==> src/rtl/block_dispatcher.sv <==
// block_dispatcher: holds the kernel launch registers and hands thread blocks
// out dynamically to a core array. Each block goes to the lowest-indexed free
// core; a core is refilled as soon as it completes and passes its reset cycle.
//
// Ports:
//   clk, reset (sync, active-low)
//   device_control_write_enable/addr/data : launch register writes
//                                           (0 = thread_count[7:0], 1 = thread_count[15:8],
//                                            2 = block_dim, 3 = ignored)
//   start            : level; launches the kernel from IDLE
//   done             : kernel complete, held until start falls
//   busy             : high while dispatching or draining
//   block_dim        : current threads-per-block register
//   core_start       : per-core start, high while a block is assigned
//   core_reset       : per-core one-cycle reset pulse after completion
//   core_block_id    : packed per-core block id, core i at [i*W +: W]
//   core_thread_count: packed per-core thread count of the assigned block
//   core_done        : per-core completion
//   kernel_cycles    : cycle counter, built only when DISPATCH_PERF_COUNTER_EN
//                      is defined; otherwise tied to 0
module block_dispatcher #(
   parameter int unsigned NUM_CORES         = 4,
   parameter int unsigned THREAD_COUNT_BITS = 16,
   parameter int unsigned BLOCK_DIM_BITS    = 8
) (
   input  logic                                    clk,
   input  logic                                    reset,
   input  logic                                    device_control_write_enable,
   input  logic [1:0]                              device_control_addr,
   input  logic [7:0]                              device_control_data,
   input  logic                                    start,
   output logic                                    done,
   output logic                                    busy,
   output logic [BLOCK_DIM_BITS-1:0]               block_dim,
   output logic [NUM_CORES-1:0]                    core_start,
   output logic [NUM_CORES-1:0]                    core_reset,
   output logic [NUM_CORES*THREAD_COUNT_BITS-1:0]  core_block_id,
   output logic [NUM_CORES*BLOCK_DIM_BITS-1:0]     core_thread_count,
   input  logic [NUM_CORES-1:0]                    core_done,
   output logic [31:0]                             kernel_cycles
);

   localparam int unsigned TW    = THREAD_COUNT_BITS;
   localparam int unsigned BW    = BLOCK_DIM_BITS;
   localparam int unsigned IDX_W = (NUM_CORES > 1) ? $clog2(NUM_CORES) : 1;

   typedef enum logic [1:0] {IDLE, DISPATCH, DRAIN, DONE} state_t;
   typedef enum logic [1:0] {S_FREE, S_RUN, S_RST} slot_t;

   state_t           state;
   slot_t            slot [NUM_CORES];
   logic [7:0]       tc_lo;
   logic [7:0]       tc_hi;
   logic [TW-1:0]    thread_count;
   logic [TW-1:0]    remaining;
   logic [TW-1:0]    next_id;

   logic             free_found;
   logic [IDX_W-1:0] free_idx;
   logic             any_run;
   logic [BW-1:0]    blk_cnt;
   logic             regs_open;

   assign thread_count = TW'({tc_hi, tc_lo});
   assign regs_open    = (state == IDLE) || (state == DONE);

   // Lowest free slot, whether any slot is still running, and the next block size
   always_comb begin
      free_found = 1'b0;
      free_idx   = '0;
      any_run    = 1'b0;
      for (int i = NUM_CORES - 1; i >= 0; i--) begin
         if (slot[i] == S_FREE) begin
            free_found = 1'b1;
            free_idx   = IDX_W'(i);
         end
         if (slot[i] == S_RUN) any_run = 1'b1;
      end
      blk_cnt = (remaining < TW'(block_dim)) ? BW'(remaining) : block_dim;
   end

   // Launch registers, top FSM and per-core slots
   always_ff @(posedge clk) begin
      if (!reset) begin
         state             <= IDLE;
         tc_lo             <= '0;
         tc_hi             <= '0;
         block_dim         <= '0;
         remaining         <= '0;
         next_id           <= '0;
         done              <= 1'b0;
         busy              <= 1'b0;
         core_start        <= '0;
         core_reset        <= '1;
         core_block_id     <= '0;
         core_thread_count <= '0;
         for (int i = 0; i < NUM_CORES; i++) slot[i] <= S_FREE;
      end else begin
         core_reset <= '0;

         for (int i = 0; i < NUM_CORES; i++) begin
            case (slot[i])
               S_RUN: if (core_done[i]) begin
                  slot[i]       <= S_RST;
                  core_start[i] <= 1'b0;
                  core_reset[i] <= 1'b1;
               end
               S_RST:   slot[i] <= S_FREE;
               default: ;
            endcase
         end

         if (regs_open && device_control_write_enable) begin
            case (device_control_addr)
               2'd0:    tc_lo     <= device_control_data;
               2'd1:    tc_hi     <= device_control_data;
               2'd2:    block_dim <= BW'(device_control_data);
               default: ;
            endcase
         end

         case (state)
            IDLE: if (start) begin
               if (thread_count == '0 || block_dim == '0) begin
                  state <= DONE;
                  done  <= 1'b1;
               end else begin
                  state     <= DISPATCH;
                  busy      <= 1'b1;
                  remaining <= thread_count;
                  next_id   <= '0;
               end
            end
            DISPATCH: if (free_found) begin
               // Slot being assigned is FREE, so the slot loop above left it alone
               slot[free_idx]                          <= S_RUN;
               core_start[free_idx]                    <= 1'b1;
               core_block_id[free_idx*TW +: TW]        <= next_id;
               core_thread_count[free_idx*BW +: BW]    <= blk_cnt;
               remaining                               <= remaining - TW'(blk_cnt);
               next_id                                 <= next_id + TW'(1);
               if (remaining == TW'(blk_cnt)) state <= DRAIN;
            end
            // A slot in RST is free next cycle, so only running slots hold DRAIN
            DRAIN: if (!any_run) begin
               state <= DONE;
               busy  <= 1'b0;
               done  <= 1'b1;
            end
            DONE: if (!start) begin
               state <= IDLE;
               done  <= 1'b0;
            end
            default: state <= IDLE;
         endcase
      end
   end

`ifdef DISPATCH_PERF_COUNTER_EN
   logic launch;
   assign launch = (state == IDLE) && start && (thread_count != '0) && (block_dim != '0);

   // Saturating count of DISPATCH/DRAIN cycles for the current kernel
   always_ff @(posedge clk) begin
      if (!reset) begin
         kernel_cycles <= '0;
      end else if (launch) begin
         kernel_cycles <= '0;
      end else if ((state == DISPATCH || state == DRAIN) && kernel_cycles != '1) begin
         kernel_cycles <= kernel_cycles + 32'd1;
      end
   end
`else
   assign kernel_cycles = '0;
`endif

endmodule

==> config.mk <==
export PLATFORM = sky130hd
export DESIGN_NAME = block_dispatcher
export DESIGN_NICKNAME = d
export VERILOG_FILES = /design/src/rtl/block_dispatcher.sv
export SDC_FILE = /design/constraint.sdc
export NUM_CORES = 1
export LEC_CHECK = 0
export CORE_MARGIN = 10
export CORE_UTILIZATION = 40
export DETAILED_ROUTE_END_ITERATION = 6
export GPL_ROUTABILITY_DRIVEN = 1
export HOLD_SLACK_MARGIN = 0.12
export PLACE_DENSITY = 0.63
export SLEW_MARGIN = 40
export SYNTH_ARGS = -nofsm -noshare
export SYNTH_HDL_FRONTEND = slang
export SYNTH_SLANG_ARGS = --single-unit
==> constraint.sdc <==
create_clock -name clk -period 9.9 [get_ports clk]
set_clock_uncertainty 0.1 [all_clocks]
set_input_delay 1.98 -clock clk [delete_from_list [all_inputs] [get_ports clk]]
set_output_delay 1.98 -clock clk [all_outputs]
set_load 0.01 [all_outputs]
==> summary.txt, run 1 <==
======================================================================================
Result of the run                                                         finished, final reports clean
Warning count from the yosys run                                                     0
Share of synthesized area occupied by flip-flops and latches                     46.1%
Number of nets in the layout                                                     1,019
Cell row count                                                                      49
Static leakage                                                                 3.47 nW
Post-DRT Antenna Nets                                                                0
Count of flip-flops with a built-in enable after synthesis                           0
Total of max-cap violations                                                          0
CP endpoint kind                                                                  flop
Setup Crit Path Kind                                                           reg2reg
Post-DR wirelength/cell                                                        17.7 µm
GRT Util Overall                                                                 17.1%
CTS tree                                                                          done
Global-route wire length before repair                                       33,700 µm
Die width                                                                       157 µm
Async set or reset register ratio after synthesis                                   0%
Area growth syn-to-layout                                                        27.4%
Data required time of the critical path                                       10.09 ns
Library cells used by synthesis                                                     54
Vias in the first global route                                                   6,084
Number of antenna violations at the first check in global routing                    0
Fillcell total                                                                   1,721
Maximum number of pins on one net before global-route repair                        85
Worst Tran Pin Value                                                          0.733 ns
Post-Synthesis Cell Area                                                      7460 µm²
Total clock buffers created by CTS                                                  17
Weighted congestion reported at the end of routability-driven placement          0.814
Core region area                                                            18,100 µm²
Initial cell density of the core                                                 41.1%
Syn Area/Cell                                                                 8.70 µm²
Clock insertion delay at the later pin of the skew report                      0.43 ns
Multi-input gate area                                                         3680 µm²
DRC violation total after the first TritonRoute iteration                          402
Total wirelength of the detailed-routed design                               21,500 µm
Flops & latches, synth                                                             172
Antenna diode count                                                                  0
Cell area power density                                                     261 nW/µm²
Final setup vio count                                                                0
Clock sink count                                                                   172
HPWL reported at the end of detailed placement                               15,500 µm
DRC violation count after routing                                                    0
Die area                                                                    24,500 µm²
Number of hold-slack violations in the final timing report                           0
Crit-path max FO                                                                     8
Fin. max-slew vios                                                                   0
Peak ir drop on the vdd network                                               0.168 mV
Final global-route overflow total                                                    0
Worst setup SP type                                                               flop
Post-Route Utilization                                                           52.4%
Post-cts gate resize count                                                           0
Gate Count Post-Synth                                                              858
Hold buffers post-CTS                                                                0
Setup Fix Bufs, Post-CTS                                                             0
RSZ-0062 raised after global routing                                                no
Boundary pin count                                                                 164
Final worst path period need                                                   4.68 ns
Clock buffer depth                                                                   2
Arrival time at the worst endpoint                                             4.87 ns
Headroom to the max-slew limit                                                   49.7%
Most instantiated flip-flop cell in the synthesis netlist                 sky130_fd_sc_hd__dfxtp_1
Sequential Area                                                               3440 µm²
Total Negative Setup Slacks                                                       0 ns
Via density per instance                                                          5.34
Total iterations of the first detailed-routing run                                   5
Proportion of layout cells with a drive suffix above 1                           5.48%
Input/output buffers                                                               131
Number of levels in the clock H-tree                                                 4
Clock-pin slew of the registers on the worst-case setup and hold paths         0.06 ns
Hold_ws                                                                       0.347 ns
Part of the cycle the worst path needs                                           47.2%
Die Y-Extent                                                                    157 µm
Min-Delay Path Class                                                           reg2reg
Cell chosen for the clock root                                            sky130_fd_sc_hd__clkbuf_16
Max Fclk                                                                       214 MHz
Routed via count                                                                 6,485
======================================================================================
cell usage in the layout, fill, tap and decap left out, types with 3 or more instances in the layout:
master                            count
sky130_fd_sc_hd__or4_1                4
sky130_fd_sc_hd__and3_1              13
sky130_fd_sc_hd__a31oi_1              5
sky130_fd_sc_hd__o2111ai_1            3
sky130_fd_sc_hd__o31a_1               3
sky130_fd_sc_hd__conb_1              32
sky130_fd_sc_hd__o211ai_1             9
sky130_fd_sc_hd__a211oi_1             6
sky130_fd_sc_hd__a22oi_1             64
sky130_fd_sc_hd__o21ai_1             32
sky130_fd_sc_hd__nand3b_1             3
sky130_fd_sc_hd__or3_1               10
sky130_fd_sc_hd__inv_1               21
sky130_fd_sc_hd__mux2i_1             20
sky130_fd_sc_hd__a22o_1               8
sky130_fd_sc_hd__nand3_1             11
sky130_fd_sc_hd__nor3_1               7
sky130_fd_sc_hd__clkbuf_8             3
sky130_fd_sc_hd__nand2_1             96
sky130_fd_sc_hd__a21oi_1             54
sky130_fd_sc_hd__o21ai_0             22
sky130_fd_sc_hd__clkdlybuf4s50_1    131
sky130_fd_sc_hd__clkbuf_16           17
sky130_fd_sc_hd__or2_2                4
sky130_fd_sc_hd__clkinv_2             3
sky130_fd_sc_hd__ha_1                28
sky130_fd_sc_hd__nor2b_1              9
sky130_fd_sc_hd__xor2_1              10
sky130_fd_sc_hd__and2_1               5
sky130_fd_sc_hd__dfxtp_1            172
sky130_fd_sc_hd__o31ai_1              6
sky130_fd_sc_hd__nor2_1             103
sky130_fd_sc_hd__nand2b_1             5
sky130_fd_sc_hd__bufinv_16            4
sky130_fd_sc_hd__nor4_1               4
sky130_fd_sc_hd__buf_4                7
sky130_fd_sc_hd__nand4_1             10
sky130_fd_sc_hd__o21a_1               5
path summary, 6_finish.rpt:
kind / cells past startpoint / slack (ns) / from / endpoint
worst min-delay path: 2 / 0.35 / core_thread_count[3] / core_thread_count[3]
worst max-delay path: 12 / 5.22 / remaining[8] / remaining[11]
worst max register to register: 12 / 5.22 / remaining[8] / remaining[11]
worst min register to register: 2 / 0.35 / core_thread_count[3] / core_thread_count[3]
power breakdown:
part | internal, W | switching, W | total (W)
combinational | 0.000372 | 0.000596 | 0.000968
clock | 0.000442 | 0.000273 | 0.000715
sequential | 0.000742 | 0.0000574 | 0.000799
layout make-up:
cell class,count,share of cell area (%)
clock inverter,10,1.71
multi-input combinational,620,38.7
sequential,172,36.2
tap,229,3.01
timing repair buffer,139,14.5
clock buffer,22,4.99
inverter,22,0.881
registers in the layout, indices dropped and copies added, names as in the netlist:
register and cells:
next_id 16, core_block_id 64, state 2, core_thread_count 32, core_reset 4, block_dim 8
tc_hi 8, core_start 4, slot 8, busy 1, remaining 16, tc_lo 8
done 1
logic make-up (layout without fill, tap and decap cells):
logic type	Yosys count	after routing	synth area share, %
adder cells (fa/ha/maj)	29	29	4.96
XOR/XNOR	11	11	1.29
buffers and inverters	97	193	6.57
other	1	32	0.0503
flip-flops	172	172	46.1
AO/OA/AOI/OAI	230	230	19.9
multiplexers	20	20	2.68
AND/OR/NAND/NOR	298	298	18.4
layer usage:
| metal | track usage [%] | vias up | part of all wire [%] |
|---|---|---|---|
| met4 | 5.44 | 0 | 1.3 |
| met5 | 0 | - | 0 |
| met2 | 26.2 | 190 | 45 |
| met3 | 4.88 | 25 | 7.1 |
| li1 | - | 3222 | - |
| met1 | 22.8 | 3048 | 46 |
critical path: stages, from the launching register on:
cell and delay, ns:
sky130_fd_sc_hd__dfxtp_1 0.38, sky130_fd_sc_hd__or4_4 0.58, sky130_fd_sc_hd__or4_4 0.47, sky130_fd_sc_hd__nor3_1 0.26, sky130_fd_sc_hd__o31a_1 0.47, sky130_fd_sc_hd__mux2i_1 0.65
sky130_fd_sc_hd__ha_1 0.36, sky130_fd_sc_hd__nor2b_1 0.16, sky130_fd_sc_hd__o31ai_1 0.30, sky130_fd_sc_hd__a21oi_1 0.16, sky130_fd_sc_hd__or2_2 0.33, sky130_fd_sc_hd__o2111ai_1 0.17
sky130_fd_sc_hd__o311ai_0 0.14
Yosys cell counts (all sizes together) (3+ instances only):
cell / instances / share of area (%)
a22o: 8 / 0.94
o31a: 3 / 0.35
nand2: 96 / 4.8
o21a: 5 / 0.50
or4: 6 / 0.70
a211oi: 6 / 0.60
and3: 13 / 1.1
nand4: 10 / 0.84
inv: 22 / 1.1
a31oi: 5 / 0.42
or2: 4 / 0.34
nor4: 5 / 0.42
ha: 28 / 4.7
o21ai: 54 / 3.6
xor2: 10 / 1.2
nand2b: 5 / 0.42
nand3b: 3 / 0.30
o31ai: 6 / 0.60
nand3: 11 / 0.74
nor3: 10 / 0.67
dfxtp: 172 / 46
nor2b: 9 / 0.75
mux2i: 20 / 2.7
o2111ai: 3 / 0.35
buf: 38 / 3.6
a22oi: 64 / 6.4
nor2: 103 / 5.2
o211ai: 9 / 0.91
a21oi: 54 / 3.6
clkbuf: 37 / 1.9
or3: 10 / 0.84
and2: 5 / 0.42
o22ai: 3 / 0.25
through the flow:
step	instances	power, W	instance area (µm²)	setup slack, ns
2_1_floorplan	889	0.00154	7580	6.02
3_3_place_gp	1182	0.00176	8850	5.18
3_5_place_dp	1182	0.00177	8860	5.25
4_1_cts	1214	0.00249	9500	5.24
5_1_grt	1214	0.00265	9510	4.91
6_report	1214	0.00248	9510	5.22
Note: power is estimated with default switching activity, not from simulation.
==> run 2: changes to the inputs <==
Clock period 9.9 ns to 4.45 ns, I/O delays scaled along.
==> run 2 against run 1 <==
Compared with the run above: global-route usage up 0.33 points; sequential cell count unchanged; clock power up 120%; worst setup slack worse by 4.9 ns; clock-buffer cell count down 2.
==> summary.txt, run 2 (synthesized netlist as in run 1, its figures left out) <==
======================================================================================
Antenna diode count                                                                  0   unchanged
Post-DRT Antenna Nets                                                                0   unchanged
Routed wl met3                                                                 1490 µm   -2.4%
Number of nets in the layout                                                     1,037   +1.8%
Fillcell total                                                                   1,722   +0.058%
Multi-input gate area                                                         3670 µm²   -0.34%
Initial cell density of the core                                                 41.1%   unchanged
Arrival time at the worst endpoint                                             4.30 ns   -0.57 ns
Die width                                                                       157 µm   unchanged
Max FFs per register                                                                64   unchanged
Result of the run                                                         finished, final reports clean
Number of antenna violations at the first check in global routing                    0   unchanged
Register containing the most flip-flops in the final layout               core_block_id
Routed met1 length                                                             9970 µm   +0.20%
Area growth syn-to-layout                                                        29.0%
Cell row count                                                                      49   unchanged
Cell area power density                                                     586 nW/µm²   +120%
Total of max-cap violations                                                          0   unchanged
Final setup vio count                                                                0   unchanged
Setup Fix Bufs, Post-CTS                                                             0   unchanged
Leading cell type in the layout, fill and taps excluded                   sky130_fd_sc_hd__dfxtp_1
Max Fclk                                                                       243 MHz   +14%
Clock sink count                                                                   172   unchanged
Die area                                                                    24,500 µm²   unchanged
Worst setup SP type                                                               flop
Fin. max-slew vios                                                                   0   unchanged
Clock buffer depth                                                                   2   unchanged
Input/output buffers                                                               131   unchanged
Clock insertion delay at the later pin of the skew report                      0.43 ns   about the same
Total wirelength of the detailed-routed design                               21,700 µm   +0.69%
Total clock buffers created by CTS                                                  17   unchanged
RSZ-0062 raised after global routing                                                no
Via density per instance                                                          5.36   +0.30%
CTS tree                                                                          done
Wire length on met2                                                            9850 µm   +0.85%
Number of hold-slack violations in the final timing report                           0   unchanged
Crit-path max FO                                                                     8   unchanged
GRT Util Overall                                                                 17.5%   +0.33 points
Worst Tran Pin Value                                                          0.796 ns   +0.0622 ns
Post-cts gate resize count                                                           0   unchanged
Setup slack of the critical path after layout                                 0.329 ns   -4.89 ns
Peak ir drop on the vdd network                                               0.320 mV   +91%
Maximum number of pins on one net before global-route repair                       104   +22%
Hold buffers post-CTS                                                                0   unchanged
Proportion of layout cells with a drive suffix above 1                           7.09%   +1.6 points
Vias in the first global route                                                   6,395   +5.1%
Core region area                                                            18,100 µm²   unchanged
Non-filler instance count after layout                                           1,230   +1.3%
Weighted congestion reported at the end of routability-driven placement          0.864   +6.1%
Top routing layer used                                                            met4
Final worst path period need                                                   4.12 ns   -0.556 ns
Post-DR wirelength/cell                                                        17.6 µm   -0.62%
Total chip power                                                             0.00564 W   +130%
Sequential Area                                                               3440 µm²   unchanged
Setup Crit Path Kind                                                           reg2reg
Number of levels in the clock H-tree                                                 4   unchanged
Post-placement cell count                                                        1,200   +1.5%
DRC violation total after the first TritonRoute iteration                          381   -5.2%
Most frequent cells in the layout                                         sky130_fd_sc_hd__dfxtp_1, sky130_fd_sc_hd__clkdlybuf4s50_1, sky130_fd_sc_hd__nor2_1, sky130_fd_sc_hd__nand2_1, sky130_fd_sc_hd__a22oi_1
Routed via count                                                                 6,590   +1.6%
Headroom to the max-slew limit                                                   47.0%   -2.7 points
Global-route wire length before repair                                       34,500 µm   +2.4%
Pre-CTS WS                                                                    0.323 ns   -4.93 ns
Part of the cycle the worst path needs                                           92.6%   +45 points
Static leakage                                                                 3.53 nW   +1.9%
CP endpoint kind                                                                  flop
Data required time of the critical path                                        4.62 ns   -5.47 ns
Final global-route overflow total                                                    0   unchanged
Largest regs                                                              core_block_id x64, core_thread_count x32
Post-Route Utilization                                                           53.0%   +0.64 points
Total iterations of the first detailed-routing run                                   5   unchanged
Die Y-Extent                                                                    157 µm   unchanged
Boundary pin count                                                                 164   unchanged
Cell chosen for the clock root                                            sky130_fd_sc_hd__clkbuf_16
Min-Delay Path Class                                                           reg2reg
Clock-pin slew of the registers on the worst-case setup and hold paths         0.06 ns   about the same
HPWL reported at the end of detailed placement                               15,800 µm   +1.7%
DRC violation count after routing                                                    0   unchanged
Total Negative Setup Slacks                                                       0 ns   unchanged
======================================================================================
-- run 2: cell count changes in the layout (fill, tap and decap cells not counted), sizes merged --
| cell | change |
|---|---|
| buf | +18 |
| clkbuf | -2 |
| clkinvlp | -1 |
| inv | +1 |
-- run 2: worst paths after layout --
kind                    startpoint               endpoint  slack, ns  depth (start not counted)
max                   remaining[8]          remaining[10]       0.33                         15
min reg2reg  core_thread_count[24]  core_thread_count[24]       0.35                          2
min          core_thread_count[24]  core_thread_count[24]       0.35                          2
max reg2reg           remaining[8]          remaining[10]       0.33                         15
-- run 2: area by class of cell --
type | instances | share of cell area (%)
inverters | 22 | 0.871
clock inverters | 10 | 1.70
repair buffers | 157 | 15.7
multi-input cells | 620 | 38.1
clock buffers | 20 | 4.85
well taps | 229 | 2.98
flip-flops and latches | 172 | 35.8
-- run 2: worst max-delay path, cell delays in order (launching register included) --
cell                      delay, ns
sky130_fd_sc_hd__dfxtp_1       0.37
sky130_fd_sc_hd__or4_4         0.58
sky130_fd_sc_hd__or4_4         0.47
sky130_fd_sc_hd__nor3_1        0.25
sky130_fd_sc_hd__o31a_1        0.34
sky130_fd_sc_hd__mux2i_1       0.15
sky130_fd_sc_hd__inv_1         0.08
sky130_fd_sc_hd__ha_1          0.16
sky130_fd_sc_hd__inv_1         0.06
sky130_fd_sc_hd__fa_1          0.42
sky130_fd_sc_hd__nand3_1       0.11
sky130_fd_sc_hd__nand2_1       0.07
sky130_fd_sc_hd__a31o_2        0.33
sky130_fd_sc_hd__o31a_1        0.25
sky130_fd_sc_hd__o21ai_0       0.14
sky130_fd_sc_hd__a21oi_1       0.08
-- run 2: routing by layer --
metal  up-vias  global-route usage [%]
met3        24                    4.50
met5         -                       0
met1      3110                    22.9
met2       205                    27.3
li1       3251                       -
met4         0                    5.89
-- run 2: report_power, final --
| group | total (W) | switching [W] | internal (W) |
|---|---|---|---|
| logic | 0.00228 | 0.00136 | 0.000914 |
| registers | 0.00178 | 0.000127 | 0.00165 |
| clock network | 0.00159 | 0.000606 | 0.000980 |
| total | 0.00564 | 0.00209 | 0.00354 |
-- run 2: per-stage QoR --
stage               hold WS, ns  instance area, µm²
detailed placement        0.341                8990
CTS                       0.350                9620
floorplan                 0.345                7580
global route              0.360                9630
global placement          0.337                8990
finish                    0.346                9630
